[config.mk]
export PLATFORM = sky130hd
export DESIGN_NAME = ps2_key_rx
export DESIGN_NICKNAME = d
export VERILOG_FILES = /design/src/rtl/ps2_pkg.sv /design/src/rtl/ps2_line_filter.sv /design/src/rtl/ps2_key_rx.sv
export SDC_FILE = /design/constraint.sdc
export NUM_CORES = 1
export LEC_CHECK = 0
export ABC_CLOCK_PERIOD_IN_PS = 3100
export CELL_PAD_IN_SITES_DETAIL_PLACEMENT = 0
export CELL_PAD_IN_SITES_GLOBAL_PLACEMENT = 1
export CORE_AREA = 2 2 84 86
export CTS_CLUSTER_SIZE = 12
export DETAILED_ROUTE_END_ITERATION = 8
export DIE_AREA = 0 0 86 88
export PLACE_DENSITY = 0.81
export SLEW_MARGIN = 5
export SYNTH_ARGS = -nofsm -noshare
export SYNTH_HDL_FRONTEND = slang
export SYNTH_SLANG_ARGS = --single-unit
[constraint.sdc]
create_clock -name clk -period 3.1 [get_ports clk]
set_clock_uncertainty 0.2 [all_clocks]
set_input_delay 0.62 -clock clk [delete_from_list [all_inputs] [get_ports clk]]
set_output_delay 0.62 -clock clk [all_outputs]
set_load 0.02 [all_outputs]
[src/rtl/ps2_pkg.sv]
// rtl/ps2_pkg.sv - shared state encoding and Set-2 special scan codes for ps2_key_rx
package ps2_pkg;

  typedef enum logic [1:0] {
    ST_IDLE,
    ST_DATA,
    ST_PARITY,
    ST_STOP
  } ps2_state_t;

  localparam logic [7:0] CODE_E0     = 8'hE0;
  localparam logic [7:0] CODE_E1     = 8'hE1;
  localparam logic [7:0] CODE_F0     = 8'hF0;
  localparam logic [7:0] CODE_AA     = 8'hAA;
  localparam logic [7:0] CODE_EE     = 8'hEE;
  localparam logic [7:0] CODE_FA     = 8'hFA;
  localparam logic [7:0] CODE_FE     = 8'hFE;
  localparam logic [7:0] CODE_00     = 8'h00;
  localparam logic [7:0] CODE_FF     = 8'hFF;
  localparam logic [7:0] CODE_LSHIFT = 8'h12;
  localparam logic [7:0] CODE_RSHIFT = 8'h59;

  // Keyboard status/ack bytes that never map to a key
  function automatic logic is_status_code(input logic [7:0] b);
    return (b == CODE_00) || (b == CODE_AA) || (b == CODE_EE) ||
           (b == CODE_FA) || (b == CODE_FE) || (b == CODE_FF);
  endfunction

endpackage

[src/rtl/ps2_line_filter.sv]
// rtl/ps2_line_filter.sv - PS/2 line synchroniser, clock glitch filter and falling-edge strobe
module ps2_line_filter #(
  parameter int FILTER_LEN = 8
) (
  input  logic clk,
  input  logic reset_n,
  input  logic ps2_clk,
  input  logic ps2_data,
  output logic level,
  output logic fall,
  output logic data
);

  logic [1:0] clk_sync;
  logic [1:0] data_sync;
  logic       level_d;
  logic [7:0] cnt;

  always_ff @(posedge clk or negedge reset_n) begin
    if (!reset_n) begin
      clk_sync  <= 2'b11;
      data_sync <= 2'b11;
      level     <= 1'b1;
      level_d   <= 1'b1;
      fall      <= 1'b0;
      cnt       <= '0;
    end else begin
      clk_sync  <= {clk_sync[0], ps2_clk};
      data_sync <= {data_sync[0], ps2_data};
      level_d   <= level;
      fall      <= level_d & ~level;
      // level only moves after FILTER_LEN consecutive disagreeing samples
      if (clk_sync[1] == level) begin
        cnt <= '0;
      end else if (cnt == 8'(FILTER_LEN - 1)) begin
        level <= clk_sync[1];
        cnt   <= '0;
      end else begin
        cnt <= cnt + 8'd1;
      end
    end
  end

  assign data = data_sync[1];

endmodule

[src/rtl/ps2_key_rx.sv]
// rtl/ps2_key_rx.sv - PS/2 keyboard receiver producing toggle-strobed key events for hid
module ps2_key_rx
  import ps2_pkg::*;
#(
  parameter int FILTER_LEN  = 8,
  parameter int TIMEOUT_CYC = 12000
) (
  input  logic        clk,
  input  logic        reset_n,
  input  logic        ps2_clk,
  input  logic        ps2_data,
  output logic [10:0] ps2_key,
  output logic        err
);

  localparam int TO_W = $clog2(TIMEOUT_CYC + 1);

  logic clk_level, fall, data, sample;

  ps2_line_filter #(.FILTER_LEN(FILTER_LEN)) u_filter (
    .clk      (clk),
    .reset_n  (reset_n),
    .ps2_clk  (ps2_clk),
    .ps2_data (ps2_data),
    .level    (clk_level),
    .fall     (fall),
    .data     (data)
  );

  assign sample = fall & ~clk_level;

  ps2_state_t      state, state_nxt;
  logic [2:0]      bit_cnt, bit_cnt_nxt;
  logic [7:0]      shreg, shreg_nxt;
  logic            par_ok, par_ok_nxt;
  logic [TO_W-1:0] to_cnt, to_cnt_nxt;
  logic [2:0]      skip, skip_nxt;
  logic            ext, ext_nxt, rel, rel_nxt;
  logic [10:0]     key_nxt;
  logic            err_nxt;

  always_ff @(posedge clk or negedge reset_n) begin
    if (!reset_n) begin
      state   <= ST_IDLE;
      bit_cnt <= '0;
      shreg   <= '0;
      par_ok  <= 1'b0;
      to_cnt  <= '0;
      skip    <= '0;
      ext     <= 1'b0;
      rel     <= 1'b0;
      ps2_key <= '0;
      err     <= 1'b0;
    end else begin
      state   <= state_nxt;
      bit_cnt <= bit_cnt_nxt;
      shreg   <= shreg_nxt;
      par_ok  <= par_ok_nxt;
      to_cnt  <= to_cnt_nxt;
      skip    <= skip_nxt;
      ext     <= ext_nxt;
      rel     <= rel_nxt;
      ps2_key <= key_nxt;
      err     <= err_nxt;
    end
  end

  always_comb begin
    state_nxt   = state;
    bit_cnt_nxt = bit_cnt;
    shreg_nxt   = shreg;
    par_ok_nxt  = par_ok;
    to_cnt_nxt  = to_cnt;
    skip_nxt    = skip;
    ext_nxt     = ext;
    rel_nxt     = rel;
    key_nxt     = ps2_key;
    err_nxt     = 1'b0;

    // A sampled bit takes precedence over a timeout landing in the same cycle
    if (sample) begin
      to_cnt_nxt = '0;
      case (state)
        ST_IDLE: begin
          if (!data) begin
            state_nxt   = ST_DATA;
            bit_cnt_nxt = '0;
          end
        end
        ST_DATA: begin
          shreg_nxt   = {data, shreg[7:1]};
          bit_cnt_nxt = bit_cnt + 3'd1;
          if (bit_cnt == 3'd7) state_nxt = ST_PARITY;
        end
        ST_PARITY: begin
          par_ok_nxt = ^{shreg, data};
          state_nxt  = ST_STOP;
        end
        ST_STOP: begin
          state_nxt = ST_IDLE;
          if (data && par_ok) begin
            if (skip != 3'd0) begin
              skip_nxt = skip - 3'd1;
            end else if (shreg == CODE_E1) begin
              skip_nxt = 3'd7;
            end else if (shreg == CODE_E0) begin
              ext_nxt = 1'b1;
            end else if (shreg == CODE_F0) begin
              rel_nxt = 1'b1;
            end else if (is_status_code(shreg) ||
                         (ext && (shreg == CODE_LSHIFT || shreg == CODE_RSHIFT))) begin
              ext_nxt = 1'b0;
              rel_nxt = 1'b0;
            end else begin
              key_nxt = {~ps2_key[10], ~rel, ext, shreg};
              ext_nxt = 1'b0;
              rel_nxt = 1'b0;
            end
          end else begin
            err_nxt  = 1'b1;
            ext_nxt  = 1'b0;
            rel_nxt  = 1'b0;
            skip_nxt = '0;
          end
        end
        default: state_nxt = ST_IDLE;
      endcase
    end else if (state != ST_IDLE) begin
      if (to_cnt == TO_W'(TIMEOUT_CYC - 1)) begin
        state_nxt  = ST_IDLE;
        to_cnt_nxt = '0;
        err_nxt    = 1'b1;
        ext_nxt    = 1'b0;
        rel_nxt    = 1'b0;
        skip_nxt   = '0;
      end else begin
        to_cnt_nxt = to_cnt + TO_W'(1);
      end
    end
  end

endmodule

==> flow_metrics.env <==
export IMPL_pwr_share_seq_pct=46.7
export IMPL_path_clk_slew_ns=0.08
export IMPL_yosys_area_top_type="dfrtp_1"
export IMPL_syn_nets=310
export IMPL_vias=2180
export IMPL_setup_ws_ns=0.745
export IMPL_route_met3_wl_microns=192
export IMPL_detail_route_iter0_violations=115
export IMPL_p_sw_uw=743
export IMPL_tightest_slew_ns=0.695
export IMPL_worst_ep_arrival_time_ns=2.39
export IMPL_setup_tns_ns=0
export IMPL_synth_edf_count=0
export IMPL_antenna_found_initial=0
export IMPL_wl_met2_microns=2550
export IMPL_hold_buffers=0
export IMPL_crit_chain="nand4b_2 > a211o_1 > a41o_1 > nor3_2 > buf_4 > mux2_2"
export IMPL_top_layer="met4"
export IMPL_final_nets=324
export IMPL_postCtsSetupBuffers=0
export IMPL_ys_top_cells_by_area="dfrtp_1 43%, dfstp_2 5.0%, ha_1 4.0%"
export IMPL_first_pass_iters=4
export IMPL_ant_nets=0
export IMPL_pre_cts_slack_ns=0.751
export IMPL_cts_made_buffers=9
export IMPL_p_per_area_mw_per_mm2=598
export IMPL_setup_viol=0
export IMPL_grt_usage_pct=16.8
export IMPL_rows=30
export IMPL_path_class="register to register"
export IMPL_p_clk_share_pct=31.2
export IMPL_worst_path_buf_inv=1
export IMPL_fin_crit_ns=2.36
export IMPL_yosysSeqAreaShare_pct=48.1
export IMPL_max_cap_viol_count=0
export IMPL_drc=0
export IMPL_grt_pass1_vias=2181
export IMPL_synth_area_per_cell_sq_um=10.6
export IMPL_p_leak_uw=0.00154
export IMPL_area_growth_pct=12.6
export IMPL_place_inst=379
export IMPL_synth_top_area_share_pct=43.0
export IMPL_cp_start_kind="register"
export IMPL_placed_area_sq_mm=0.00335
export IMPL_ff2ff_setup_slack_ns=0.74
export IMPL_p_int_uw=1370
export IMPL_wire_per_inst_microns=14.3
export IMPL_clockBufferDepth=2
export IMPL_cpLargestDelayFamily="flip-flops"
export IMPL_r2r_cells=6
export IMPL_grt_overflow_total=0
export IMPL_cp_num_cells=6
export IMPL_insertion_delay_ns=0.35
export IMPL_cp_slowest_cell="dfstp_2"
export IMPL_die_area_sq_mm=0.00757
export IMPL_synthFlopType="dfrtp_1"
export IMPL_grt_max_degree=32
export IMPL_start_util_pct=47.3
export IMPL_ios=16
export IMPL_path_max_fanout=7
export IMPL_min_period_over_period_pct=76.0
export IMPL_p_comb_share_pct=22.1
export IMPL_syn_instance_count=296
export IMPL_hold_slack_ns=0.107
export IMPL_r2r_end="ps2_key[8]"
export IMPL_cts_tree="done"
export IMPL_yosys_warnings=0
export IMPL_hold_viol=0
export IMPL_antenna_cells=0
export IMPL_die_width_microns=86
export IMPL_coreArea_sq_mm=0.00664
export IMPL_critical_path_max_stage_delay_ns=0.61
export IMPL_peakVddDrop_v=0.000374
export IMPL_drt_total_wl_microns=5650
export IMPL_fin_area_sq_mm=0.00353
export IMPL_die_y_microns=88
export IMPL_end_kind="register"
export IMPL_r2r_start="u_filter.data_sync[1]"
export IMPL_status="completed"
export IMPL_min_delay_path_class="primary input to async pin"
export IMPL_cts_sinks=60
export IMPL_vias_per_cell=5.52
export IMPL_cts_resized=0
export IMPL_cp_required_ns=3.13
export IMPL_fmax_mhz=425
export IMPL_p_sw_share_pct=35.2
export IMPL_crit_end="ps2_key[8]"
export IMPL_routabilityCongestion=0.774
export IMPL_rsz0062_at_grt="false"
export IMPL_synth_seq_cells=60
export IMPL_slew_headroom_pct=53.6
export IMPL_syn_cell_area_sq_mm=0.00314
export IMPL_grt_pass1_wl_microns=9980
export IMPL_place_hpwl_microns=3850
export IMPL_cts_root_buf="clkbuf_8"
export IMPL_io_buffer_count=15
export IMPL_wl_met1_microns=2820
export IMPL_ctsHtreeMaxLevel=3
export IMPL_synth_distinct_cells=60
export IMPL_drv_slew=0
export IMPL_drive_gt1_share_pct=18.4
export IMPL_fin_cells=395
export IMPL_crit_start="u_filter.data_sync[1]"
export IMPL_ys_async_sr_fraction_pct=100
[registers in the layout (all words and copies together) (netlist names)]
register,cells
u_filter.clk_sync,2
skip,3
bit_cnt,3
u_filter.data_sync,2
u_filter.level,1
shreg,8
u_filter.fall,1
rel,1
err,1
par_ok,1
u_filter.cnt,8
ps2_key,11
ext,1
to_cnt,14
u_filter.level_d,1
state,2
[cell families (layout without fill, tap and decap cells)]
| group | count (synthesis) | after routing | synth area share (%) |
|---|---|---|---|
| and+or+nand+nor | 102 | 102 | 18.3 |
| xor gates and xnor gates | 21 | 21 | 5.86 |
| muxes | 21 | 21 | 8.49 |
| DFF | 60 | 60 | 48.1 |
| adders and majority gates | 10 | 10 | 3.99 |
| buffers and inverters | 29 | 48 | 4.18 |
| AOI/OAI and AO/OA | 53 | 53 | 11.1 |
[worst min-delay path by stage]
stage | cells past startpoint | slack, ns | to
floorplan | 0 | 0.12 | bit_cnt[0]
global placement | 0 | 0.15 | u_filter.data_sync[1]
detailed placement | 0 | 0.15 | u_filter.data_sync[1]
CTS | 1 | 0.12 | ps2_key[10]
global route | 1 | 0.15 | shreg[4]
finish | 1 | 0.11 | ps2_key[10]
[Yosys cell counts, drive strengths merged (2+ instances only)]
cell,number
mux2,18
nand2b,3
nor2,26
ha,10
dfstp,6
nor3,4
nand4,6
and4,2
a31o,2
xor2,10
nor2b,4
or4,4
buf,11
nand4b,2
mux2i,3
xnor2,11
nor4,5
o31ai,2
nand2,19
and3,4
a211oi,2
a311oi,2
clkbuf,7
o21ai,17
inv,11
dfrtp,54
a21oi,13
nand3b,3
nor4b,2
nor3b,2
nand3,12
or3,2
a41oi,3
[area by class of cell]
class / count / area (sq um)
clock buffers: 9 / 124
clock inverters: 7 / 57.6
fillers: 582 / 3110
inverters: 11 / 41.3
multi-input cells: 207 / 1500
flip-flops and latches: 60 / 1510
well taps: 80 / 100
repair buffers: 21 / 203
[layout by cell type, fill, tap and decap left out, types with 4 or more instances in the layout]
master and count:
mux2_2 10, nor2_1 26, dfrtp_1 54, xor2_1 10, buf_4 5, xnor2_1 11
ha_1 10, or4_1 4, inv_1 11, nor2b_1 4, dfstp_2 6, nand2_1 19
clkdlybuf4s50_1 14, nand4_1 6, nand3_1 12, mux2_4 8, and3_1 4, a21oi_1 12
o21ai_0 16, clkbuf_8 9
[routing by layer]
layer | vias up | track usage, %
met5 | - | 0
met4 | 0 | 6.49
met3 | 6 | 5.09
met2 | 31 | 25.9
met1 | 1058 | 22.4
li1 | 1085 | -
[per-stage QoR]
stage	power [uW]	utilization, %
floorplan	1350	-
global placement	1460	50.5
detailed placement	1470	50.5
CTS	2130	53.2
global route	2250	53.2
finish	2110	53.2
[power by group through the flow]
stage | registers (uW) | logic, uW | clock network [uW]
4_1_cts | 984 | 470 | 678
5_1_grt | 1000 | 532 | 712
3_3_place_gp | 996 | 462 | 0
6_report | 986 | 467 | 659
3_5_place_dp | 998 | 468 | 0
2_1_floorplan | 946 | 400 | 0
No activity file was read; power rests on OpenSTA's default activity.
